### src/rtl/preif_fetch_pcgen_if.sv
// Bundle of the PreIF stage's redirect, instruction-SRAM request and
// IF-stage hand-off signals. The master modport is the PC generator side.
`timescale 1ns/1ps

interface preif_fetch_pcgen_if #(
   parameter int unsigned PC_W    = 32,
   parameter int unsigned FETCH_N = 2,
   parameter int unsigned NRED    = 4
);
   logic [NRED-1:0]      redirect_valid_i;
   logic [NRED*PC_W-1:0] redirect_pc_i;
   logic                 flush_i;
   logic                 cpu_error_i;
   logic                 interrupt_en_i;
   logic                 next_allowin_i;
   logic                 inst_sram_req_o;
   logic [PC_W-1:0]      inst_sram_addr_o;
   logic                 inst_sram_addr_ok_i;
   logic                 inst_sram_data_ok_i;
   logic                 to_next_valid_o;
   logic [PC_W-1:0]      to_next_pc_o;
   logic [FETCH_N-1:0]   to_next_mask_o;
   logic                 to_next_int_o;
   logic                 to_next_adef_o;

   modport master (
      input  redirect_valid_i, redirect_pc_i, flush_i, cpu_error_i,
             interrupt_en_i, next_allowin_i, inst_sram_addr_ok_i,
             inst_sram_data_ok_i,
      output inst_sram_req_o, inst_sram_addr_o, to_next_valid_o,
             to_next_pc_o, to_next_mask_o, to_next_int_o, to_next_adef_o
   );

   modport slave (
      output redirect_valid_i, redirect_pc_i, flush_i, cpu_error_i,
             interrupt_en_i, next_allowin_i, inst_sram_addr_ok_i,
             inst_sram_data_ok_i,
      input  inst_sram_req_o, inst_sram_addr_o, to_next_valid_o,
             to_next_pc_o, to_next_mask_o, to_next_int_o, to_next_adef_o
   );
endinterface

### src/rtl/preif_fetch_pcgen.sv
// PreIF next-PC generator: picks the fetch PC from prioritised redirects or
// the sequential group address, issues the instruction-SRAM request, limits
// outstanding fetches and hands masked fetch groups to the IF stage.
`timescale 1ns/1ps

module preif_fetch_pcgen #(
   parameter int unsigned     PC_W      = 32,
   parameter int unsigned     FETCH_N   = 2,
   parameter int unsigned     NRED      = 4,
   parameter int unsigned     MAX_OUTST = 4,
   parameter logic [PC_W-1:0] RESET_PC  = 32'h1c000000
) (
   input logic                clk,
   input logic                rst_n,
   preif_fetch_pcgen_if.master bus
);
   localparam int unsigned     OW      = $clog2(MAX_OUTST + 1);
   localparam int unsigned     LW      = (FETCH_N > 1) ? $clog2(FETCH_N) : 1;
   localparam logic [PC_W-1:0] GROUP_B = PC_W'(FETCH_N * 4);

   typedef enum logic [1:0] {RUN = 2'd0, EXC_HOLD = 2'd1, HALT = 2'd2} state_t;

   state_t             st_r, st_nxt;
   logic [PC_W-1:0]    pc_r, pc_nxt, sel_pc;
   logic [OW-1:0]      outst_r, outst_nxt;
   logic               redir, adef, exc, can_go, req, fire, inc, dec;
   logic [FETCH_N-1:0] mask;

   // Lowest-index valid redirect wins; otherwise continue from pc_r.
   always_comb begin
      // NOTE: every always_comb output gets a default first so no path can infer a latch.
      sel_pc = pc_r;
      for (int k = NRED - 1; k >= 0; k--) begin
         if (bus.redirect_valid_i[k]) sel_pc = bus.redirect_pc_i[k*PC_W +: PC_W];
      end
   end

   assign redir  = |bus.redirect_valid_i;
   assign adef   = |sel_pc[1:0];
   assign exc    = adef | bus.interrupt_en_i;
   // A group may leave this cycle unless halted, stalled, flushed, or parked
   // in EXC_HOLD without a fresh redirect.
   assign can_go = rst_n & ((st_r == RUN) | redir) & (st_r != HALT) & ~bus.cpu_error_i
                 & bus.next_allowin_i & ~bus.flush_i;
   assign req    = can_go & ~exc & (outst_r < OW'(MAX_OUTST));
   // Exceptions bypass the SRAM: the group is tagged and handed on directly.
   assign fire   = (req & bus.inst_sram_addr_ok_i) | (exc & can_go);
   assign inc    = req & bus.inst_sram_addr_ok_i;
   assign dec    = bus.inst_sram_data_ok_i & (outst_r != '0);

   generate
      if (FETCH_N == 1) begin : g_mask_one
         assign mask = 1'b1;
      end else begin : g_mask_multi
         logic [LW-1:0] off;
         assign off = sel_pc[LW+1:2];
         // Lanes before the entry offset inside the group are invalid.
         always_comb begin
            for (int i = 0; i < FETCH_N; i++) mask[i] = (i >= int'(off));
         end
      end
   endgenerate

   // Next-state: PC advance, FSM transitions and outstanding-count update.
   always_comb begin
      pc_nxt = sel_pc;
      if (fire && !exc) pc_nxt = (sel_pc & ~(GROUP_B - PC_W'(1))) + GROUP_B;

      st_nxt = st_r;
      if (bus.cpu_error_i) begin
         st_nxt = HALT;
      end else if (st_r != HALT) begin
         if (fire && exc) st_nxt = EXC_HOLD;
         else if (redir)  st_nxt = RUN;
      end

      outst_nxt = outst_r;
      case ({inc, dec})
         2'b10:   outst_nxt = outst_r + OW'(1);
         2'b01:   outst_nxt = outst_r - OW'(1);
         default: outst_nxt = outst_r;
      endcase
   end

   // State registers with asynchronous reset.
   always_ff @(posedge clk or negedge rst_n) begin
      // NOTE: non-blocking assignments so every register samples pre-edge values.
      if (!rst_n) begin
         pc_r    <= RESET_PC;
         outst_r <= '0;
         st_r    <= RUN;
      end else begin
         pc_r    <= pc_nxt;
         outst_r <= outst_nxt;
         st_r    <= st_nxt;
      end
   end

   assign bus.inst_sram_req_o  = req;
   assign bus.inst_sram_addr_o = rst_n ? sel_pc : RESET_PC;
   assign bus.to_next_pc_o     = rst_n ? sel_pc : RESET_PC;
   assign bus.to_next_valid_o  = fire;
   assign bus.to_next_mask_o   = rst_n ? mask : '0;
   assign bus.to_next_int_o    = bus.interrupt_en_i & fire;
   assign bus.to_next_adef_o   = adef & fire;
endmodule

### src/flat_wrapper.sv
// flat-port wrapper written by rule: the top's interface ports become plain ports
module preif_fetch_pcgen_flat 
#(
   parameter int unsigned     PC_W      = 32,
   parameter int unsigned     FETCH_N   = 2,
   parameter int unsigned     NRED      = 4,
   parameter int unsigned     MAX_OUTST = 4,
   parameter logic [PC_W-1:0] RESET_PC  = 32'h1c000000
)
  (clk, rst_n, bus_redirect_valid_i, bus_redirect_pc_i, bus_flush_i, bus_cpu_error_i, bus_interrupt_en_i, bus_next_allowin_i, bus_inst_sram_addr_ok_i, bus_inst_sram_data_ok_i, bus_inst_sram_req_o, bus_inst_sram_addr_o, bus_to_next_valid_o, bus_to_next_pc_o, bus_to_next_mask_o, bus_to_next_int_o, bus_to_next_adef_o);
  preif_fetch_pcgen_if #(.PC_W(PC_W), .FETCH_N(FETCH_N), .NRED(NRED)) bus_i ();
  input logic clk;
  input logic rst_n;
  input wire logic [$bits(bus_i.redirect_valid_i)-1:0] bus_redirect_valid_i;
  input wire logic [$bits(bus_i.redirect_pc_i)-1:0] bus_redirect_pc_i;
  input wire logic [$bits(bus_i.flush_i)-1:0] bus_flush_i;
  input wire logic [$bits(bus_i.cpu_error_i)-1:0] bus_cpu_error_i;
  input wire logic [$bits(bus_i.interrupt_en_i)-1:0] bus_interrupt_en_i;
  input wire logic [$bits(bus_i.next_allowin_i)-1:0] bus_next_allowin_i;
  input wire logic [$bits(bus_i.inst_sram_addr_ok_i)-1:0] bus_inst_sram_addr_ok_i;
  input wire logic [$bits(bus_i.inst_sram_data_ok_i)-1:0] bus_inst_sram_data_ok_i;
  output wire logic [$bits(bus_i.inst_sram_req_o)-1:0] bus_inst_sram_req_o;
  output wire logic [$bits(bus_i.inst_sram_addr_o)-1:0] bus_inst_sram_addr_o;
  output wire logic [$bits(bus_i.to_next_valid_o)-1:0] bus_to_next_valid_o;
  output wire logic [$bits(bus_i.to_next_pc_o)-1:0] bus_to_next_pc_o;
  output wire logic [$bits(bus_i.to_next_mask_o)-1:0] bus_to_next_mask_o;
  output wire logic [$bits(bus_i.to_next_int_o)-1:0] bus_to_next_int_o;
  output wire logic [$bits(bus_i.to_next_adef_o)-1:0] bus_to_next_adef_o;
  assign bus_i.redirect_valid_i = bus_redirect_valid_i;
  assign bus_i.redirect_pc_i = bus_redirect_pc_i;
  assign bus_i.flush_i = bus_flush_i;
  assign bus_i.cpu_error_i = bus_cpu_error_i;
  assign bus_i.interrupt_en_i = bus_interrupt_en_i;
  assign bus_i.next_allowin_i = bus_next_allowin_i;
  assign bus_i.inst_sram_addr_ok_i = bus_inst_sram_addr_ok_i;
  assign bus_i.inst_sram_data_ok_i = bus_inst_sram_data_ok_i;
  assign bus_inst_sram_req_o = bus_i.inst_sram_req_o;
  assign bus_inst_sram_addr_o = bus_i.inst_sram_addr_o;
  assign bus_to_next_valid_o = bus_i.to_next_valid_o;
  assign bus_to_next_pc_o = bus_i.to_next_pc_o;
  assign bus_to_next_mask_o = bus_i.to_next_mask_o;
  assign bus_to_next_int_o = bus_i.to_next_int_o;
  assign bus_to_next_adef_o = bus_i.to_next_adef_o;
  preif_fetch_pcgen #(.PC_W(PC_W), .FETCH_N(FETCH_N), .NRED(NRED), .MAX_OUTST(MAX_OUTST), .RESET_PC(RESET_PC)) u_core (.clk(clk), .rst_n(rst_n), .bus(bus_i));
endmodule
### config.mk
export PLATFORM = sky130hd
export DESIGN_NAME = preif_fetch_pcgen_flat
export DESIGN_NICKNAME = d
export VERILOG_FILES = /design/src/rtl/preif_fetch_pcgen_if.sv /design/src/rtl/preif_fetch_pcgen.sv /design/src/flat_wrapper.sv
export SDC_FILE = /design/constraint.sdc
export NUM_CORES = 1
export LEC_CHECK = 0
export ABC_CLOCK_PERIOD_IN_PS = 6400
export BUFFER_PORTS_ARGS = -buffer_cell sky130_fd_sc_hd__buf_4
export CORE_ASPECT_RATIO = 0.8
export CORE_UTILIZATION = 30
export CTS_CLUSTER_DIAMETER = 100
export DETAILED_ROUTE_END_ITERATION = 7
export MAX_ROUTING_LAYER = met4
export SLEW_MARGIN = 40
export SYNTH_ARGS = -nofsm -noshare
export SYNTH_HDL_FRONTEND = slang
export SYNTH_SLANG_ARGS = --single-unit
### constraint.sdc
create_clock -name clk -period 6.4 [get_ports clk]
set_clock_uncertainty 0.2 [all_clocks]
set_input_delay 0 -clock clk [delete_from_list [all_inputs] [get_ports clk]]
set_output_delay 0 -clock clk [all_outputs]
set_load 0.005 [all_outputs]
* Word-level counts from Yosys, hierarchy flattened
Cells that the tools add are included.
Word-level totals: bits in registers 37, output and inout bits 70, word-level logic and storage cells 52
Cells by class: add/subtract/negate cells 3, order comparisons 2, eq/ne operators 3, mux-type cells 12, bitwise operators 18, reductions and logical operators 11
Operator list (number):
- 32-bit 2-to-1 mux | 6
- 32-bit by 4-bit adder with 32-bit output (second input constant) | 1
- 1-bit bitwise AND | 12
- 2-bit 2-to-1 mux | 5
- 3-bit case mux with 2 select lines | 1
- 3-bit nonzero test | 2
- 2-bit nonzero test | 2
- 4-bit OR reduction | 1
- 3-bit by 1-bit adder with 3-bit output (second input constant) | 1
- 3-bit < comparator (second input constant) | 1
- 1-bit inverter | 3
- 1-bit OR | 3
- 3-bit by 1-bit subtractor with 3-bit output (second input constant) | 1
- 2-bit by 1-bit == test with 1-bit output (second input constant) | 1
- 2-bit == test (second input constant) | 1
- 1-bit logical AND | 2
- 2-bit zero test | 1
- 2-bit inequality test (second input constant) | 1
- 2-bit AND reduction | 1
- 2-bit OR reduction | 1
- 1-bit >= comparator (first input constant) | 1
- 1-bit zero test | 1

* Logic depth before layout (Yosys ltp)
word-level depth 15, depth in mapped cells 12, depth with buffers taken out 9

* Worst setup path before layout
No wires, ideal clock.
path type input -> register, start input port bus_redirect_valid_i[3], end register u_core.outst_r[2], data arrival time 2.035 ns, required time 6.121 ns, slack 4.086 ns, stages on the path 11, path buffers 2, path through buf_6 buf_12 nor4_1 a211oi_1 nand4_1 ha_1 inv_1 fa_1 xor2_1 nor2_1 xor2_1
On the way: cells in the longest elaborated chain, start to end 12
RTL lines:
- from (decl) | line flat_wrapper.sv:14 | input wire logic [$bits(bus_i.redirect_valid_i)-1:0] bus_redirect_valid_i;
- 4-bit OR reduction / 32-bit 2-to-1 mux (equally long branches) | line preif_fetch_pcgen.sv:38, preif_fetch_pcgen.sv:34
- 1-bit OR / 32-bit 2-to-1 mux (equally long branches) | line preif_fetch_pcgen.sv:43, preif_fetch_pcgen.sv:34
- 1-bit bitwise AND / 32-bit 2-to-1 mux (equally long branches) (2 in a row) | line preif_fetch_pcgen.sv:43, preif_fetch_pcgen.sv:34
- 1-bit bitwise AND / 2-bit OR reduction (equally long branches) | line preif_fetch_pcgen.sv:43, preif_fetch_pcgen.sv:39
- 1-bit bitwise AND / 1-bit OR (equally long branches) | line preif_fetch_pcgen.sv:44, preif_fetch_pcgen.sv:40
- 1-bit bitwise AND / 1-bit inverter (equally long branches) | line preif_fetch_pcgen.sv:44, preif_fetch_pcgen.sv:45
- 1-bit bitwise AND * (2 in a row) | line preif_fetch_pcgen.sv:45 | assign req = can_go & ~exc & (outst_r < OW'(MAX_OUTST));
- 1-bit bitwise AND * | line preif_fetch_pcgen.sv:48 | assign inc = req & bus.inst_sram_addr_ok_i;
- 2-bit by 1-bit == test with 1-bit output / 2-bit == test (equally long branches) | line preif_fetch_pcgen.sv:78 | case ({inc, dec})
- 3-bit case mux with 2 select lines / 2-bit nonzero test (equally long branches)
- to (signal assigned) | line preif_fetch_pcgen.sv:94 | outst_r <= outst_nxt;
- to (decl) | line preif_fetch_pcgen.sv:25 | logic [OW-1:0] outst_r, outst_nxt;
Mark *: on every way between the ends. The rest lies on a longest branch, timed or not. A chain may end at the register's enable or synchronous reset.

* Final worst setup path
start input port rst_n, end register u_core.outst_r[1]
On the way: cells in the longest elaborated chain, start to end 10
RTL lines:
- from (decl) | line flat_wrapper.sv:13 | input logic rst_n;
- 1-bit bitwise AND * (3 in a row) | line preif_fetch_pcgen.sv:43 | assign can_go = rst_n & ((st_r == RUN) | redir) & (st_r != HALT) & ~bus.cpu_error_i
- 1-bit bitwise AND * (2 in a row) | line preif_fetch_pcgen.sv:44 | & bus.next_allowin_i & ~bus.flush_i;
- 1-bit bitwise AND * (2 in a row) | line preif_fetch_pcgen.sv:45
- 1-bit bitwise AND * | line preif_fetch_pcgen.sv:48
- 2-bit by 1-bit == test with 1-bit output / 2-bit == test (equally long branches) | line preif_fetch_pcgen.sv:78
- 3-bit case mux with 2 select lines / 2-bit nonzero test (equally long branches)
Marks and branches as above.

==> reports/metrics.csv <==
metric,value,unit
setup_viol,0,
yosysWarnings,0,
fill_cells,1096,
power_frac_clock,0.325,
p_comb_frac,0.363,
maxSlewViolCount,0,
synthSimpleGateAreaFrac,0.2227,
cts_buffers,5,
start_util,0.3142,
synth-main-ff-cell,dfrtp_1,
fin_cells,738,
min_path_type,input pin to flip-flop,
diodes,0,
die_w,122.6,um
synth-adder-area-share,0.01291,
synth-edff-count,0,
setup_tns,0,ns
max_slew_margin,0.4981,
core,11100,um^2
worstPathArrival,3.17,ns
pin_count,210,
dr.pass1.iters,4,
ff2ff_path_depth,7,
crit_buf_inv,3,
dpl.cell_count,707,
synth_nets,552,
vias,3739,
grt_pass1_wl,19600,um
synth_area,3488,um^2
drt_wl_total,12740,um
die_area,12070,um^2
synth_top_area_cell,dfrtp_1,
drive_above_1_share,0.4074,
whs,-0.008789,ns
critPathLaunch,rst_n,
p_seq_frac,0.312,
ir_worst_vdd,0.1078,mV
yosysSeqAreaShare,0.2665,
worst_path_max_delay_cell,a211oi_1,
vias_per_cell,5.066,
crit_required,6.39,ns
clk_path_buf_depth,2,
root_buffer,clkbuf_16,
cp-end-kind,flip-flop,
nets,736,
path_depth,9,
rr_startpoint,u_core.pc_r[0],
die_h,98.45,um
syn_avg_cell_area,8.529,um^2
fin_crit_sh,0.4958,
synth_area_leaders,"dfrtp_1 24%, mux2i_1 9.2%, buf_4 7.5%, xnor2_1 4.3%, nor2_1 4.2%",
violations,negative hold slack,
wl_per_cell,17.26,um
fp-row-count,34,
grt-ovfl-total,0,
tightest_slew,0.7450,ns
hold_viol,2,
synth-seq-cells,37,
crit_type,input pin to flip-flop,
initialDrtViolationCount,171,
grt_max_degree,53,
cts.sinks,37,
cts_tree,done,
grt_pass1_vias,3767,
rr_endpoint,u_core.pc_r[28],
p_sw_frac,0.2971,
startpoint_type,input pin,
port_buffers,209,
timing.fmax,315.1,MHz
drv_cap,0,
post-route-drc-count,0,
grt_usage,0.2161,
clk-insertion-delay-late,0.28,ns
dp_hpwl,9642,um
synth-compound-area-share,0.1714,
antenna_found_initial,0,
power_density,171.8,nW/um^2
p_leak,0.002485,uW
ys_async_sr_fraction,1.000,
clk_pin_slew,0.06,ns
path_cells,dlygate4sd3_1 -> buf_4 -> nand4bb_1 -> a211oi_1 -> nand4_1 -> ha_1 -> inv_1 -> fa_1 -> o21ai_0,
synth_top_family_by_area,simple AND/OR/NAND/NOR gates,
synth-xor-area-share,0.07783,
gp_congestion,0.8311,
outcome,"finished, violations left",
area_growth,50.83,%
synth_cell_types,55,
cp_top_family,buffers and inverters,
intPower,635.4,uW
ff2ff_setup_slack,3.51,ns
slowest_delay,0.63,ns
power.total,904.0,uW
fin_crit,3.173,ns
netlist.area_leader.share,0.2439,
syn-instance-count,409,
cp-endpoint,u_core.outst_r[1],
rsz0062_at_grt,false,
ant_nets,0,
synth_mux_area_frac,0.1241,
h-tree-depth,2,
critPathMaxFanout,52,
switching_power,268.6,uW
-- routing by layer --
metal	vias to the layer above	global-route usage	wire length, um
li1	1810	-	-
met1	1769	0.2910	5866
met2	154	0.3548	6016
met3	6	0.02778	779
met4	0	0.02533	77
met5	-	-	0
-- flip-flops by register name, summed over array words and instances (netlist names) --
register and cells:
u_core.pc_r 32, u_core.outst_r 3, u_core.st_r 2
-- power by group through the flow --
| stage | Combinational [uW] | Sequential, uW | Clock [uW] |
|---|---|---|---|
| after CTS | 331 | 282 | 297 |
| after global placement | 313 | 285 | 0 |
| after floorplan | 186 | 280 | 0 |
| after detailed placement | 316 | 285 | 0 |
| final | 328 | 282 | 294 |
| after global routing | 360 | 286 | 310 |
-- cell families after synthesis --
| family | after synthesis |
|---|---|
| buffers and inverters | 67 |
| XOR/XNOR | 31 |
| multiplexers | 42 |
| AO/OA/AOI/OAI | 83 |
| adder cells (fa/ha/maj) | 3 |
| flip-flops | 37 |
| AND/OR/NAND/NOR | 146 |
-- worst min path at each step --
| stage | to | slack, ns | cells after the start | startpoint |
|---|---|---|---|---|
| after detailed placement | u_core.outst_r[2] | -0.14 | 1 | rst_n |
| final | u_core.pc_r[14] | -0.009 | 4 | bus_redirect_pc_i[14] |
| after global routing | u_core.pc_r[8] | 0.02 | 3 | bus_redirect_pc_i[8] |
| after global placement | u_core.outst_r[0] | -0.15 | 1 | rst_n |
| after CTS | u_core.pc_r[5] | 0.002 | 3 | bus_redirect_pc_i[5] |
| after floorplan | u_core.outst_r[0] | -0.50 | 0 | rst_n |
-- through the flow --
stage	worst slack (ns)	cell area (um^2)	utilization	hold WS, ns
after CTS	3.081	5259	0.4736	0.001620
after global routing	2.922	5261	0.4739	0.01618
final	3.227	5261	0.4739	-0.008789
after detailed placement	3.294	4852	0.4370	-0.1391
after floorplan	4.086	3488	-	-0.4956
after global placement	3.370	4852	0.4370	-0.1505
-- synthesized netlist by cell type, types with 4 or more instances --
cell type  number
and2_1         14
nor2b_1         6
buf_4          35
a22o_1         10
mux2i_1        32
nand3_1         6
o221ai_1       13
dfrtp_1        34
xor2_1         14
xnor2_1        17
nand2b_1        6
nand4_1         4
nor2_1         39
o21ai_0        17
nand2_1        36
buf_2          10
o211ai_1        4
inv_1           9
clkbuf_1        6
a21oi_1         9
mux2_2         10
nor4_1          8
a22oi_1        12
nor3_1          9
-- worst reg2reg max path, cell delays in order, from the launching register on --
cell	delay, ns
dfrtp_1	0.35
mux2_2	0.27
o311ai_1	0.62
nand2_1	0.22
nor2_1	0.31
nand4_2	0.33
nor4_1	0.34
xnor2_1	0.17
-- cell type report --
cell class | instances | area [um^2] | area share
clock inverters | 2 | 37.54 | 0.007134
repair buffers | 233 | 1807 | 0.3434
multi-input cells | 305 | 2127 | 0.4043
clock buffers | 6 | 138.9 | 0.02640
inverters | 11 | 41.29 | 0.007848
well taps | 144 | 180.2 | 0.03424
flip-flops and latches | 37 | 929.6 | 0.1767
-- cell usage in the layout, fill, tap and decap left out, drive strengths merged, types with 12 or more instances in the layout --
cell type    synthesis  final
buf                 50    210
nor2                39     39
nand2               36     36
dfrtp               34     34
mux2i               32     32
dlygate4sd3          0     23
o21ai               19     19
xnor2               17     17
and2                14     14
xor2                14     14
o221ai              13     13
a22oi               12     12
-- timing repair --
action | 4_1_cts | 5_1_grt
setup endpoints to repair | 0 | 0
gates resized for setup | 0 | 0
hold buffers | 23 | 0
endpoints found under the hold margin | 50 | 0
setup buffers | 0 | 0
Power figures use the tool's default switching activity.
